## config.mk

```make
export PLATFORM = sky130hd
export DESIGN_NAME = wavetable_reader
export DESIGN_NICKNAME = d
export VERILOG_FILES = /design/src/rtl/wavetable_reader_pkg.sv /design/src/rtl/wavetable_reader_lerp16.sv /design/src/rtl/wavetable_reader.sv
export SDC_FILE = /design/constraint.sdc
export NUM_CORES = 1
export LEC_CHECK = 0
export BUFFER_PORTS_ARGS = -buffer_cell sky130_fd_sc_hd__buf_2
export CAP_MARGIN = 20
export CELL_PAD_IN_SITES_DETAIL_PLACEMENT = 1
export CELL_PAD_IN_SITES_GLOBAL_PLACEMENT = 1
export CORE_MARGIN = 8
export CORE_UTILIZATION = 44
export DETAILED_ROUTE_END_ITERATION = 12
export HOLD_SLACK_MARGIN = 0.02
export PLACE_DENSITY_LB_ADDON = 0.1
export SLEW_MARGIN = 20
export SYNTH_ARGS = -nofsm -noshare
export SYNTH_HDL_FRONTEND = slang
export SYNTH_SLANG_ARGS = --single-unit
```

## constraint.sdc

```tcl
create_clock -name clk -period 7.96 [get_ports clk]
set_input_delay 0.398 -clock clk [delete_from_list [all_inputs] [get_ports clk]]
set_output_delay 0.398 -clock clk [all_outputs]
set_load 0.01 [all_outputs]
```

## src/rtl/wavetable_reader_pkg.sv

```systemverilog
// Shared constants and state encoding for the wavetable synth oscillator path.
package wavetable_reader_pkg;

  localparam int unsigned TABLE_BITS = 10;
  localparam int unsigned SEL_BITS   = 5;
  localparam int unsigned FRAC_BITS  = 8;
  localparam int unsigned ADDR_W     = 15;
  localparam int unsigned SAMPLE_W   = 16;

  typedef enum logic [1:0] {
    StIdle,
    StRd0Wait,
    StRd1Wait,
    StCalc
  } state_e;

endpackage

```

## src/rtl/wavetable_reader_lerp16.sv

```systemverilog
// Combinational linear interpolator: y = s0 + ((s1 - s0) * frac) >>> 8.
module lerp16
  import wavetable_reader_pkg::*;
(
  input  logic [SAMPLE_W-1:0]  s0,
  input  logic [SAMPLE_W-1:0]  s1,
  input  logic [FRAC_BITS-1:0] frac,
  output logic [SAMPLE_W-1:0]  y
);

  logic signed [SAMPLE_W:0]             diff;
  logic signed [SAMPLE_W+FRAC_BITS:0]   prod;

  assign diff = $signed({s1[SAMPLE_W-1], s1}) - $signed({s0[SAMPLE_W-1], s0});
  assign prod = diff * $signed({{(SAMPLE_W+1){1'b0}}, frac});
  // Result always lies between s0 and s1, so truncating to 16 bits cannot overflow.
  assign y = SAMPLE_W'($signed({{(FRAC_BITS+1){s0[SAMPLE_W-1]}}, s0}) + (prod >>> FRAC_BITS));

endmodule

```

## src/rtl/wavetable_reader.sv

```systemverilog
// Phase-accumulator oscillator: per tick, fetches two adjacent table words and interpolates.
module wavetable_reader
  import wavetable_reader_pkg::*;
#(
  parameter int unsigned PHASE_W = 24,
  parameter int unsigned TIMEOUT = 15
) (
  input  logic                clk,
  input  logic                rst_n,
  input  logic                sample_tick,
  input  logic [PHASE_W-1:0]  phase_inc,
  input  logic [SEL_BITS-1:0] wave_sel,
  input  logic                phase_clr,
  output logic [ADDR_W-1:0]   mem_a,
  output logic                mem_rd,
  input  logic                mem_done,
  input  logic [SAMPLE_W-1:0] mem_dout,
  output logic [SAMPLE_W-1:0] sample_out,
  output logic                sample_valid,
  output logic                busy,
  output logic                overrun,
  output logic                timeout_err
);

  localparam int unsigned FP_W = TABLE_BITS + FRAC_BITS;
  localparam int unsigned CNT_W = $clog2(TIMEOUT + 1);

  state_e                state;
  logic [PHASE_W-1:0]    phase;
  logic [PHASE_W-1:0]    phase_base;
  logic [PHASE_W-1:0]    phase_nxt;
  logic [FP_W-1:0]       fp;
  logic [SEL_BITS-1:0]   ws;
  logic [SAMPLE_W-1:0]   s0;
  logic [SAMPLE_W-1:0]   s1;
  logic [SAMPLE_W-1:0]   lerp_y;
  logic [CNT_W-1:0]      wait_cnt;
  logic [TABLE_BITS-1:0] idx;
  logic                  done_ok;
  logic                  wait_expired;

  // The phase keeps advancing on every tick, accepted or not, so pitch survives overruns.
  always_comb begin
    phase_base = phase_clr ? '0 : phase;
    phase_nxt  = sample_tick ? phase_base + phase_inc : phase_base;
  end

  assign idx          = fp[FP_W-1 -: TABLE_BITS];
  // A completion can never legally coincide with our own request cycle.
  assign done_ok      = mem_done && !mem_rd;
  assign wait_expired = (wait_cnt == CNT_W'(TIMEOUT - 1));

  lerp16 u_lerp (
    .s0   (s0),
    .s1   (s1),
    .frac (fp[FRAC_BITS-1:0]),
    .y    (lerp_y)
  );

  always_ff @(posedge clk or negedge rst_n) begin
    if (!rst_n) begin
      state        <= StIdle;
      phase        <= '0;
      fp           <= '0;
      ws           <= '0;
      s0           <= '0;
      s1           <= '0;
      wait_cnt     <= '0;
      mem_a        <= '0;
      mem_rd       <= 1'b0;
      sample_out   <= '0;
      sample_valid <= 1'b0;
      busy         <= 1'b0;
      overrun      <= 1'b0;
      timeout_err  <= 1'b0;
    end else begin
      phase        <= phase_nxt;
      mem_rd       <= 1'b0;
      sample_valid <= 1'b0;
      if (sample_tick && (state != StIdle)) begin
        overrun <= 1'b1;
      end
      unique case (state)
        StIdle: begin
          if (sample_tick) begin
            fp       <= phase_base[PHASE_W-1 -: FP_W];
            ws       <= wave_sel;
            mem_a    <= {wave_sel, phase_base[PHASE_W-1 -: TABLE_BITS]};
            mem_rd   <= 1'b1;
            wait_cnt <= '0;
            busy     <= 1'b1;
            state    <= StRd0Wait;
          end
        end
        StRd0Wait: begin
          if (done_ok) begin
            s0       <= mem_dout;
            mem_a    <= {ws, idx + TABLE_BITS'(1)};
            mem_rd   <= 1'b1;
            wait_cnt <= '0;
            state    <= StRd1Wait;
          end else if (wait_expired) begin
            timeout_err <= 1'b1;
            busy        <= 1'b0;
            state       <= StIdle;
          end else begin
            wait_cnt <= wait_cnt + CNT_W'(1);
          end
        end
        StRd1Wait: begin
          if (done_ok) begin
            s1    <= mem_dout;
            state <= StCalc;
          end else if (wait_expired) begin
            timeout_err <= 1'b1;
            busy        <= 1'b0;
            state       <= StIdle;
          end else begin
            wait_cnt <= wait_cnt + CNT_W'(1);
          end
        end
        StCalc: begin
          sample_out   <= lerp_y;
          sample_valid <= 1'b1;
          busy         <= 1'b0;
          state        <= StIdle;
        end
        default: state <= StIdle;
      endcase
    end
  end

endmodule

```

Word level (Yosys, flattened, before mapping). Index checks and enable logic that the tools add are counted.

$add $sub $neg: 5. Multipliers: 1. Eq/ne operators: 9. Multiplexer cells: 23. Bitwise operators: 1. Reduce and logical (&&, ||, !) cells: 15.

Operator list (number): $mux 24 (2); $mux 15 (2); $pmux 15 s2 (1); $add 24x24->24 (1); $mul 17x9->24 (1); $sub 16x16->17 (1); $add 16x16->16 (1); $mux 4 (4); $pmux 4 s3 (1); $reduce_and 3->1 (4); $add 10x1->10 const B (1); $mux 2 (4); $ne 2x2->1 const B (4); $pmux 2 s4 (1); $mux 1 (6); $reduce_and 2->1 (3); $add 4x1->4 const B (1); $eq 2x2->1 const B (2); $eq 4x4->1 const B (1); $reduce_bool 2->1 (2); $pmux 1 s3 (1); $reduce_bool 3->1 (1); $eq 2x1->1 const B (1); $logic_and 1x1->1 (2); 6 further kinds (6).

Bits in registers: 121. Bits of input ports: 50. Output and inout bits: 36. Word-level logic and storage cells: 68.

Depth between registers and ports, before layout.
Depth in word-level cells: 4. Mapped depth: 38. Gate-level depth less buffers: 38.

Cells and area by module. Synthesis repeated with hierarchy kept, for this count alone.

Cells, all modules: 1353. Area total of the unflattened synthesis: 12136.6 sq um.

Modules (own cells, without submodules): wavetable_reader (instances 1, cells an instance 643, area an instance 6337.3 sq um, seq. area each 3027.9 sq um); lerp16 (instances 1, cells an instance 710, area an instance 5799.3 sq um, seq. area each 0.0 sq um).

Least setup slack after synthesis. No wires, ideal clock.

Kind: reg-to-reg. From: register s0[1]. To: register sample_out[15]. Setup time: 0.126 ns. Data arrival time: 7.693 ns. Required time: 7.834 ns. Setup slack: 0.141 ns. Cell stages (with the launch flop): 38. Path buffers: 0. Clock period less this slack: 7.819 ns. Path through: dfrtp_1 -> inv_1 -> ha_1 -> nor2b_1 -> o21ai_0 -> a21boi_0 -> o21ai_0 -> a21oi_1 -> o2111ai_1 -> a31oi_1 -> xor2_1 -> nand2_1 -> fa_1 -> inv_1 -> fa_1 -> fa_1 -> inv_1 -> fa_1 -> [... 2 more ...] -> o21a_1 -> o21a_1 -> o21ai_0 -> o21bai_1 -> nor2_1 -> o21a_1 -> nor2_1 -> xnor2_1 -> ha_1 -> inv_1 -> nor2_1 -> a41o_1 -> nor4_1 -> o41a_1 -> o21ai_0 -> a21o_1 -> a21oi_1 -> a311o_1.

Cells in the longest elaborated chain, start to end: 3.

RTL lines: start: declaration (RTL line wavetable_reader.sv:34) `logic [SAMPLE_W-1:0] s0;`; start signal: assignment (RTL line wavetable_reader.sv:97) `s0 <= mem_dout;`; $sub 16x16->17 (RTL line wavetable_reader_lerp16.sv:14) `assign diff = $signed({s1[SAMPLE_W-1], s1}) - $signed({s0[SAMPLE_W-1], s0});`; $mul 17x9->24 (RTL line wavetable_reader_lerp16.sv:15) `assign prod = diff * $signed({{(SAMPLE_W+1){1'b0}}, frac});`; $add 16x16->16 (*) (RTL line wavetable_reader_lerp16.sv:17) `assign y = SAMPLE_W'($signed({{(FRAC_BITS+1){s0[SAMPLE_W-1]}}, s0}) + (prod >>> FRAC_BITS));`; end signal: assignment (RTL line wavetable_reader.sv:123) `sample_out <= lerp_y;`; end: declaration (RTL line wavetable_reader.sv:18) `output logic [SAMPLE_W-1:0] sample_out,`.

Every way passes the cells marked *; elsewhere a longest branch is shown, timed or not. A chain may end at the register's enable or synchronous reset.

Worst setup path after layout. Same ends and word-level chain as after synthesis.

==> run metrics <==
gr usage total 0.199; Cell Rows 60; clock buffer count from CTS 17; clk sinks 121; Area growth syn-to-layout 19.9%; grt ovf 0; CP Launch Point s0[1]; Register Area 0.00303 mm2; n_diodes 0; asr flop ratio synth 1.00; Final Util 0.535; Filler cells 3112; die height 181 um; Post-Syn Nets 1562; pin count of the biggest net entering global routing 64; io pins 86; Post-synth EDFFs 0; non-filler cells, final 1816; xor and xnor fraction of the mapped netlist area 0.0439; RSZ-0062 raised after global routing yes; Fmax 127 MHz; worst-path maximum fanout 4; cell family with most CP delay compound AO/OA/AOI/OAI gates; Worst-path clk slew 0.07 ns; Mean Syn Cell Area 9.19 um2; WP data arrival 8.15 ns; total wire length 32100 um; RePlAce Congestion 0.798; ys flop type dfrtp_1; vias in the first global route 10734; antenna viol nets, final 0; Slowest-stage cell, CP fa_1; Yosys cell types 63; final slew viol count 0; CTS tree built; count of max-cap constraint violations 0; fin nets 1722; Post-DP HPWL 24300 um; worst slew pin tran 1.04 ns; cells after synthesis 1302; reg2reg start s0[1]; Buf+Inv Stages, Crit Path 6; WP depth 37; H-Tree Depth 4; port bufs 85; Longest Clk Path Bufs 2; Final Cell Area 0.0143 mm2; Seq/Total Area, Yosys 0.253; DR vias 9504; clock skew 0.0180 ns; crit path capture sample_out[15]; final setup vio count 0; First-pass DRT Iterations 4; post-synthesis mux area share 0.0694; DP Cell Count 1771; Cell Area, Synth 0.0120 mm2; Synth Area in Adders 0.286; Seq cells post-synth 121; initial antenna violation count 0; Placement Cell Area 0.0133 mm2; Initial Utilization 0.446; number of violations reported at the end of detailed-routing iteration 0 262; Core Region 0.0268 mm2; Worst Hold Class primary input to flop; first-pass GRT wire length 53300 um; fraction of layout cells with a size suffix above 1 0.228; Post-Synth Simple-Gate Area 0.149; die area 0.0327 mm2; Root Driver clkbuf_16; status completed; Vias/cell 5.23; synth warn 0; Startpoint Class flop; multi-input logic area 0.00837 mm2; clk_lat worst skew 0.43 ns; post-synthesis compound-gate area fraction 0.123; residual DRC count 0; largest family of logic cells by synthesized area adder cells; Setup Crit Path Kind flop to flop; slowest cell delay on critical path 0.53 ns; Worst Setup Slack, final 0.102 ns; min cycle time layout 7.86 ns; DR WL/cell 17.7 um; Hold Violations, Final 0; Die W 181 um; reg2reg setup slack 0.10 ns; Tcrit/Tclk final 0.987; FF-to-FF End sample_out[15]; required time of the critical path 8.26 ns; Setup WS pre-CTS -0.309 ns; reg2reg path depth 37; CP endpoint kind flop; Worst slew margin 0.305
## how the worst min path moves through the flow
| stage | startpoint | endpoint | slack [ns] | cells after the start |
|---|---|---|---|---|
| 2_1_floorplan | rst_n | busy | 0.10 | 0 |
| 3_3_place_gp | rst_n | s1[1] | 0.43 | 1 |
| 3_5_place_dp | rst_n | s1[1] | 0.44 | 1 |
| 4_1_cts | mem_dout[3] | s0[3] | 0.21 | 2 |
| 5_1_grt | wave_sel[2] | ws[2] | 0.21 | 2 |
| 6_report | wave_sel[2] | ws[2] | 0.22 | 2 |
## what timing repair did
action / CTS / global route
endpoints found under the setup margin: 5 / 6
hold buffers: 1 / 0
resized for setup: 17 / 69
pin swaps: 6 / 47
buffers inserted: 1 / 12
endpoints found under the hold margin: 62 / 0
## cell type report
| type | instances | share of cell area |
|---|---|---|
| clock inverters | 14 | 0.0131 |
| multi-input cells | 940 | 0.584 |
| well taps | 341 | 0.0297 |
| inverters | 206 | 0.0539 |
| repair buffers | 176 | 0.0787 |
| clock buffers | 18 | 0.0299 |
| flip-flops and latches | 121 | 0.211 |
## cells in the final DEF (no fill, tap or decap), types with 6 or more instances in the layout
master,n
nor2b_1,33
ha_1,98
and2_1,40
a21boi_0,8
o21a_1,21
and3_1,8
a31oi_1,6
o21ai_0,67
xnor2_1,35
clkbuf_16,17
xor2_1,18
or3_1,7
a211oi_1,7
a21oi_1,40
nor3_1,12
a21o_1,18
buf_2,84
nand2_1,140
mux2_2,63
fa_1,104
xnor2_2,6
nor2_1,42
mux2i_1,12
a21oi_2,7
o21ai_1,10
nand3_1,17
buf_4,87
inv_1,201
nand2b_1,24
o31ai_1,6
dfrtp_1,121
nand3b_1,6
## per-layer routing
layer  GRT usage  share of wire
met1       0.223           0.41
met2       0.384           0.55
met3      0.0281          0.019
met4      0.0572          0.019
met5           0              0
## Yosys cell counts (all sizes together), types with 6 or more instances
library cell / number / area share
nand3b: 6 / 0.0038
and3: 8 / 0.0042
o31ai: 8 / 0.0054
a211oi: 10 / 0.0067
or3: 9 / 0.0051
xor2: 19 / 0.014
nand2: 141 / 0.044
fa: 105 / 0.18
dfrtp: 121 / 0.25
mux2i: 12 / 0.010
nor2b: 36 / 0.019
and2: 40 / 0.021
clkbuf: 31 / 0.0097
o21a: 21 / 0.013
nand2b: 24 / 0.013
inv: 206 / 0.065
a31oi: 6 / 0.0031
a21oi: 48 / 0.020
mux2: 63 / 0.059
xnor2: 41 / 0.030
nand3: 18 / 0.0075
nor3: 15 / 0.0063
nor2: 47 / 0.015
ha: 105 / 0.11
a21boi: 10 / 0.0063
o21ai: 81 / 0.034
a21o: 18 / 0.011
## through the flow
| step | TNS, ns | hold WS (ns) |
|---|---|---|
| floorplan | 0 | 0.102 |
| global placement | -0.105 | 0.428 |
| detailed placement | -0.562 | 0.436 |
| CTS | -0.0110 | 0.207 |
| global route | -0.375 | 0.210 |
| finish | 0 | 0.220 |
## cell families (layout without fill, tap and decap cells)
logic type               count (synthesis)  count (layout)
AO/OA/AOI/OAI                          233             233
adder cells (fa/ha/maj)                210             210
flip-flops                             121             121
AND/OR/NAND/NOR                        362             362
multiplexers                            75              75
buffers and inverters                  241             414
XOR/XNOR                                60              60
## state kept, by name, indices dropped and copies added (netlist names)
| name | count |
|---|---|
| phase | 24 |
| s0 | 16 |
| ws | 5 |
| sample_valid | 1 |
| wait_cnt | 4 |
| busy | 1 |
| s1 | 16 |
| fp | 18 |
| mem_a | 15 |
| mem_rd | 1 |
| state | 2 |
| sample_out | 16 |
| overrun | 1 |
| timeout_err | 1 |
Power is not shown: default switching activity piles up to over one toggle a cycle in this logic, so the estimate is an artifact.
